$ cat config.mk
export PLATFORM = sky130hd
export DESIGN_NAME = sand_tile_sequencer
export DESIGN_NICKNAME = d
export VERILOG_FILES = /design/src/rtl/sand_tile_sequencer.sv
export SDC_FILE = /design/constraint.sdc
export NUM_CORES = 1
export LEC_CHECK = 0
export ABC_AREA = 1
export CORE_ASPECT_RATIO = 0.5
export CORE_MARGIN = 2
export CORE_UTILIZATION = 42
export CTS_CLUSTER_DIAMETER = 100
export CTS_CLUSTER_SIZE = 25
export DETAILED_ROUTE_END_ITERATION = 7
export PLACE_DENSITY_LB_ADDON = 0.2
export SYNTH_ARGS = -nofsm -noshare
export SYNTH_HDL_FRONTEND = slang
export SYNTH_SLANG_ARGS = --single-unit
$ cat constraint.sdc
create_clock -name clk -period 1.6 [get_ports clk]
set_input_delay 0.24 -clock clk [delete_from_list [all_inputs] [get_ports clk]]
set_output_delay 0.24 -clock clk [all_outputs]
set_load 0.02 [all_outputs]
$ cat src/rtl/sand_tile_sequencer.sv
// Tile sequencer for a sand-automaton grid: fetches each tile, hands it to the compute stage,
// writes the result to the opposite RAM bank, then flips banks once per generation.
module sand_tile_sequencer #(
  parameter int ROWS       = 128,
  parameter int COLS       = 128,
  parameter int ROWS_TILE  = 4,
  parameter int COLS_TILE  = 4,
  parameter int CELL_WIDTH = 3,
  localparam int TILE_SIZE = ROWS_TILE * COLS_TILE,
  localparam int TILES     = ROWS * COLS / TILE_SIZE,
  localparam int TILE_W    = TILE_SIZE * CELL_WIDTH
) (
  input  logic              clk,
  input  logic              rst,
  input  logic              start,
  input  logic              clear_req,
  input  logic [TILE_W-1:0] tile_rdata,
  input  logic              cmp_ready,
  input  logic              res_valid,
  input  logic [TILE_W-1:0] res_tile,
  output logic [9:0]        tile_addr,
  output logic              read_tile,
  output logic              write_tile,
  output logic              reset_tile,
  output logic              read_ram_a,
  output logic [TILE_W-1:0] tile_wdata,
  output logic              cmp_valid,
  output logic [TILE_W-1:0] cmp_tile,
  output logic              busy,
  output logic              done,
  output logic              stable,
  output logic [15:0]       gen_count
);

  // state | meaning: IDLE wait | CLEAR zero write bank | RD_ADDR/RD_CAP fetch tile |
  // CMP_REQ/CMP_WAIT compute handshake | WRITE store tile | SWAP flip banks, end generation
  typedef enum logic [2:0] {
    IDLE, CLEAR, RD_ADDR, RD_CAP, CMP_REQ, CMP_WAIT, WRITE, SWAP
  } state_t;

  localparam logic [9:0] LAST_IDX = 10'(TILES - 1);

  state_t            state, state_next;
  logic [9:0]        index;
  logic [TILE_W-1:0] buffer;
  logic              change_flag;
  logic              last_tile;

  assign last_tile = (index == LAST_IDX);

  always_ff @(posedge clk) begin
    if (rst) state <= IDLE;
    else     state <= state_next;
  end

  always_comb begin
    state_next = state;
    case (state)
      IDLE: begin
        if (clear_req)  state_next = CLEAR;
        else if (start) state_next = RD_ADDR;
      end
      CLEAR:    if (last_tile) state_next = IDLE;
      RD_ADDR:  state_next = RD_CAP;
      RD_CAP:   state_next = CMP_REQ;
      CMP_REQ:  if (cmp_ready) state_next = CMP_WAIT;
      CMP_WAIT: if (res_valid) state_next = WRITE;
      WRITE:    state_next = last_tile ? SWAP : RD_ADDR;
      SWAP:     state_next = IDLE;
      default:  state_next = IDLE;
    endcase
  end

  always_comb begin
    tile_addr  = '0;
    read_tile  = 1'b0;
    write_tile = 1'b0;
    reset_tile = 1'b0;
    cmp_valid  = 1'b0;
    case (state)
      CLEAR: begin
        reset_tile = 1'b1;
        tile_addr  = index;
      end
      RD_ADDR, RD_CAP: begin
        read_tile = 1'b1;
        tile_addr = index;
      end
      CMP_REQ: cmp_valid = 1'b1;
      WRITE: begin
        write_tile = 1'b1;
        tile_addr  = index;
      end
      default: ;
    endcase
  end

  assign busy       = (state != IDLE);
  assign cmp_tile   = buffer;
  assign tile_wdata = buffer;

  // Datapath: tile index, tile buffer and per-generation bookkeeping.
  always_ff @(posedge clk) begin
    if (rst) begin
      index       <= '0;
      buffer      <= '0;
      change_flag <= 1'b0;
      read_ram_a  <= 1'b0;
      gen_count   <= '0;
      stable      <= 1'b0;
      done        <= 1'b0;
    end else begin
      done <= 1'b0;
      case (state)
        IDLE: begin
          if (clear_req || start) index <= '0;
          if (!clear_req && start) change_flag <= 1'b0;
        end
        CLEAR: begin
          if (last_tile) done <= 1'b1;
          else           index <= index + 10'd1;
        end
        RD_CAP: buffer <= tile_rdata;
        CMP_WAIT: begin
          if (res_valid) begin
            buffer <= res_tile;
            if (res_tile != buffer) change_flag <= 1'b1;
          end
        end
        WRITE: if (!last_tile) index <= index + 10'd1;
        SWAP: begin
          read_ram_a <= ~read_ram_a;
          gen_count  <= gen_count + 16'd1;
          stable     <= ~change_flag;
          done       <= 1'b1;
        end
        default: ;
      endcase
    end
  end

endmodule

* After elaboration in Yosys (flattened, before gate mapping)
Cells that the tools add are included.
** Storage, ports and cells
- Flip-flop bits (word level) :: 81
- Input bits :: 102
- Output and inout bits :: 130
- Logic and storage cells :: 67
** Operators by class
- Add/subtract/negate cells :: 2
- Equality and inequality tests :: 17
- Mux-type cells :: 23
- Bitwise gates (word level) :: 2
- Reductions and logical operators :: 15
** Operator list (number)
- case mux 48 bit (2 select lines) :: 1
- two-way mux 48 bit :: 1
- inequality test 48 bit :: 1
- two-way mux 10 bit :: 3
- case mux 3 bit (8 select lines) :: 1
- case mux 10 bit (2 select lines) :: 1
- two-way mux 3 bit :: 6
- adder 16 x 1 -> 16 bit, second input constant :: 1
- inequality test 2 bit, second input constant :: 7
- equality test 3 bit, second input constant :: 4
- adder 10 x 1 -> 10 bit, second input constant :: 1
- equality test 10 bit, second input constant :: 1
- two-way mux 1 bit :: 8
- AND reduction 4 bit :: 2
- equality test 3 x 2 -> 1 bit, second input constant :: 2
- nonzero test 2 bit :: 3
- case mux 1 bit (2 select lines) :: 2
- OR reduction 2 bit :: 2
- OR reduction 4 bit :: 1
- equality test 3 x 1 -> 1 bit, second input constant :: 1
- zero test 3 bit :: 1
- inequality test 3 bit, second input constant :: 1
- AND reduction 3 bit :: 1
- nonzero test 3 bit :: 1
- other kinds (5) :: 6

* Logic depth before layout (Yosys ltp)
- Depth in word-level cells :: 4
- Gate-level depth with buffers :: 12
- Gate-level depth less buffers :: 12

* Worst setup path before layout
OpenSTA, ideal clock, no wires.
- Kind :: reg-to-output
- Start point :: register state[0]
- End point :: output tile_addr[0]
- Data arrival time :: 1486 ps
- Required time :: 1360 ps
- Path slack :: -126 ps
- Stages on the path, launching flop included :: 7
- Buffers on the path :: 0
- Cells stage by stage :: dfxtp_1 inv_2 nor3_1 inv_1 nand2_1 nor2_2 nor2_1
** Between the ends
- Cells in the longest elaborated chain, start to end :: 3
- Elaborated cells between the ends (all ways) :: 6
- Those cells by class :: eq/ne: 4; mux: 1; reduce/logical: 1
** RTL lines
- start: declaration :: RTL line 43 : state_t state, state_next;
- start signal: assignment :: RTL line 53 : else state <= state_next;
- equality test 3 bit, or another cell as far along :: RTL line 80 : case (state)
- OR reduction 4 bit (no source line) *
- two-way mux 10 bit * :: RTL line 80
- end: declaration :: RTL line 21 : output logic [9:0] tile_addr,
Mark *: on every way between the ends. The rest lies on a longest branch, timed or not.

* Worst setup path in the final report
- Start point :: register state[0]
- End point :: output tile_addr[6]
The elaborated chain is that of the path after synthesis.

==> flow_metrics.env <==
export IMPL_initial_utilization=0.429
export IMPL_core_region_area_um2=11800
export IMPL_fillers=923
export IMPL_cp_start_kind="flop"
export IMPL_cpMaxStageDelayCell="dfxtp_4"
export IMPL_nets=1140
export IMPL_reg2reg_to="cmp_tile[0]"
export IMPL_worstPathMaxFanout=5
export IMPL_relSlewSlack=0.762
export IMPL_antenna_found_initial=0
export IMPL_holdCritPathClass="reg2reg"
export IMPL_endpoint_kind="primary output"
export IMPL_synth_top_area_frac=0.320
export IMPL_synth_area_leaders="dfxtp_1 32%, nand2_1 19%, buf_4 8.6%, inv_1 7.3%, a31oi_1 5.9%"
export IMPL_drtIter0Drc=284
export IMPL_holdCritStartpoint="change_flag"
export IMPL_syn_area_per_cell_um2=6.34
export IMPL_vias_per_cell=5.03
export IMPL_violations="setup timing"
export IMPL_layout_drive_gt1_share=0.227
export IMPL_dp_hpwl_um=11900
export IMPL_max_cap_viol_count=0
export IMPL_setup_tns_ps=-3420
export IMPL_gp_congestion=0.874
export IMPL_rsz0062_at_grt="true"
export IMPL_die_x_um=159
export IMPL_tritoncts="yes"
export IMPL_synth_seq_cells=81
export IMPL_drv_slew=0
export IMPL_p_int_w=0.00573
export IMPL_whs_path_depth=1
export IMPL_diodes=0
export IMPL_dp_cells=1158
export IMPL_vias=6072
export IMPL_grt_usage=0.236
export IMPL_grt_max_degree=51
export IMPL_min_period_ps=1790
export IMPL_max_slew_worst_pin_slew_ps=354
export IMPL_root_buffer="clkbuf_16"
export IMPL_ys_seq_area_frac=0.320
export IMPL_synth_area_um2=5070
export IMPL_postRouteAntennaNets=0
export IMPL_crit_type="reg2out"
export IMPL_pwr_share_clk=0.234
export IMPL_synth_distinct_cells=36
export IMPL_grt_pass1_wl_um=24700
export IMPL_wirelength_um=18800
export IMPL_cts_htree_levels=3
export IMPL_finalClockSkew_ps=7.40
export IMPL_fin_cells=1206
export IMPL_finalWorstSetupSlack_ps=-188
export IMPL_hold_viol=0
export IMPL_yosys_area_top_type="dfxtp_1"
export IMPL_grt_ovfl_total=0
export IMPL_pwr_share_seq=0.270
export IMPL_drt_first_pass_iters=5
export IMPL_insertion_delay_ps=340
export IMPL_cts_sinks=81
export IMPL_num_io_pins=232
export IMPL_power_density_nw_per_um2=1090
export IMPL_cp_slowest_stage_delay_ps=380
export IMPL_setup_viol=53
export IMPL_r2r_cells=11
export IMPL_fp_dieArea_um2=13000
export IMPL_arrival_ps=1550
export IMPL_synth_cells=799
export IMPL_p_sw_w=0.00387
export IMPL_cp_cell_sequence="inv_8, buf_6, nor2_4, nor2_4, inv_2, nor2_4, buf_6, nor2_2, buf_6"
export IMPL_crit_buf_inv=5
export IMPL_rr_startpoint="state[1]"
export IMPL_p_leak_nw=4.40
export IMPL_die_h_um=81.7
export IMPL_cts_hold_buf=0
export IMPL_p_sw_frac=0.403
export IMPL_yosys_warnings=0
export IMPL_outcome="finished with violations"
export IMPL_ir_drop_v=0.000640
export IMPL_cp_top_family="buffers and inverters"
export IMPL_fin_crit_sh=1.12
export IMPL_crit_required_ps=1360
export IMPL_cts_made_buffers=9
export IMPL_min_to="stable"
export IMPL_area_delta_synth_final_pct=74.3
export IMPL_comb_power_share=0.496
export IMPL_drc=0
export IMPL_route_detailed_wl_per_inst_um=15.6
export IMPL_clk_pin_slew_ps=60
export IMPL_portBuffers=231
export IMPL_reg2reg_slack_ps=-90
export IMPL_ctsLongestPathBuffers=2
export IMPL_rows=28
export IMPL_max_freq_mhz=559
export IMPL_grt_pass1_vias=5167
export IMPL_synth_net_count=903
power by group through the flow:
stage | clock (W) | sequential (W) | combinational [W]
after floorplan | 0 | 0.00276 | 0.00192
after global placement | 0 | 0.00255 | 0.00359
after detailed placement | 0 | 0.00256 | 0.00365
after CTS | 0.00228 | 0.00253 | 0.00361
after global routing | 0.00239 | 0.00263 | 0.00504
final | 0.00225 | 0.00259 | 0.00476
state kept, by name, summed over array words and instances (netlist names):
signal,cells
change_flag,1
index,10
stable,1
state,3
gen_count,16
read_ram_a,1
cmp_tile,48
done,1
layer usage:
layer,GRT usage,wire length (µm),part of all wire
met3,0.0520,1070,0.057
met2,0.434,9450,0.50
met4,0.0545,255,0.014
met1,0.288,8070,0.43
met5,0,0,0
cells in the mapped netlist:
cell      count
nor4_1        1
nand2_1     257
inv_1        98
nand2_2       2
ha_1          2
nand2_4       1
o21ai_1      51
nand4_1       3
nand3_2       1
nor3_1        9
nand4_2       1
clkbuf_1     12
nor3_2        1
o21a_1        3
or2_2         1
nor2_2        4
inv_4         1
nand3_4       1
nand3_1      18
o22ai_1       1
xnor2_1       8
buf_4        58
nor2_4        5
nor2_1       63
a31oi_1      48
a21oi_1      27
o21ai_0      10
buf_1         1
dfxtp_1      81
inv_2         8
buf_2         5
o41ai_1       1
a21oi_2       2
xor2_1       11
o311ai_0      1
o31ai_1       2
worst max-delay path by stage:
stage                   from           end  cells past startpoint
floorplan           state[0]  tile_addr[0]                      6
global placement    state[0]  tile_addr[0]                      8
detailed placement  state[1]  tile_addr[2]                      8
CTS                 state[2]  tile_addr[3]                      9
global route        state[0]  tile_addr[6]                      9
finish              state[0]  tile_addr[6]                      9
per-stage QoR:
| step | util | hold WS, ps | power [W] | instance area (µm²) | setup slack, ps |
|---|---|---|---|---|---|
| floorplan | - | 401 | 0.00468 | 5100 | 23.0 |
| finish | 0.748 | 450 | 0.00960 | 8840 | -188 |
| CTS | 0.659 | 438 | 0.00841 | 7780 | -122 |
| global placement | 0.632 | 424 | 0.00614 | 7460 | -297 |
| global route | 0.748 | 470 | 0.0101 | 8840 | -247 |
| detailed placement | 0.632 | 430 | 0.00621 | 7460 | -334 |
cells by family (layout without fill, tap and decap cells):
| kind of cell | Yosys count | after routing | share of synthesized area |
|---|---|---|---|
| compound gates | 146 | 146 | 0.162 |
| buf+inv | 183 | 424 | 0.180 |
| flops | 81 | 81 | 0.320 |
| simple gates | 368 | 369 | 0.300 |
| fa+ha+maj | 2 | 2 | 0.00494 |
| xor+xnor | 19 | 19 | 0.0328 |
cell usage in the layout (no fill, tap or decap), types with 3 or more instances in the layout:
cell type,count
o21a_1,3
nand3_2,3
dlygate4sd2_1,87
o21ai_1,9
buf_4,43
a21oi_1,25
nor3_4,3
nor3_1,6
nor2_2,7
nor2_1,48
inv_8,3
o21ai_2,42
o21ai_4,4
nor2_4,17
a31oi_4,11
buf_6,24
a21oi_2,4
a31oi_1,35
buf_12,5
xnor2_1,8
dlymetal6s2s_1,24
inv_1,94
o21ai_0,6
dfxtp_2,6
xor2_1,11
nand4_1,3
dfxtp_4,3
clkbuf_16,15
nand2_1,250
inv_2,6
nand3_1,15
nand2_4,6
clkdlybuf4s50_1,105
nand2_2,4
dfxtp_1,72
inv_6,4
buf_8,4
cell type report:
cell class	instances	area, µm²	area share
multi-input combinational	536	3190	0.361
timing repair buffer	299	3020	0.342
sequential	81	1640	0.186
inverter	107	442	0.0500
clock buffer	9	225	0.0255
tap	165	206	0.0234
clock inverter	7	93.8	0.0106
timing repair inverter	2	15.0	0.00170
what timing repair did:
action | CTS | global route
gates cloned | 0 | 14
setup endpoints to repair | 108 | 101
pin swaps | 5 | 25
resized for setup | 188 | 174
buffers inserted | 5 | 15
(Power assumes the default switching activity.)
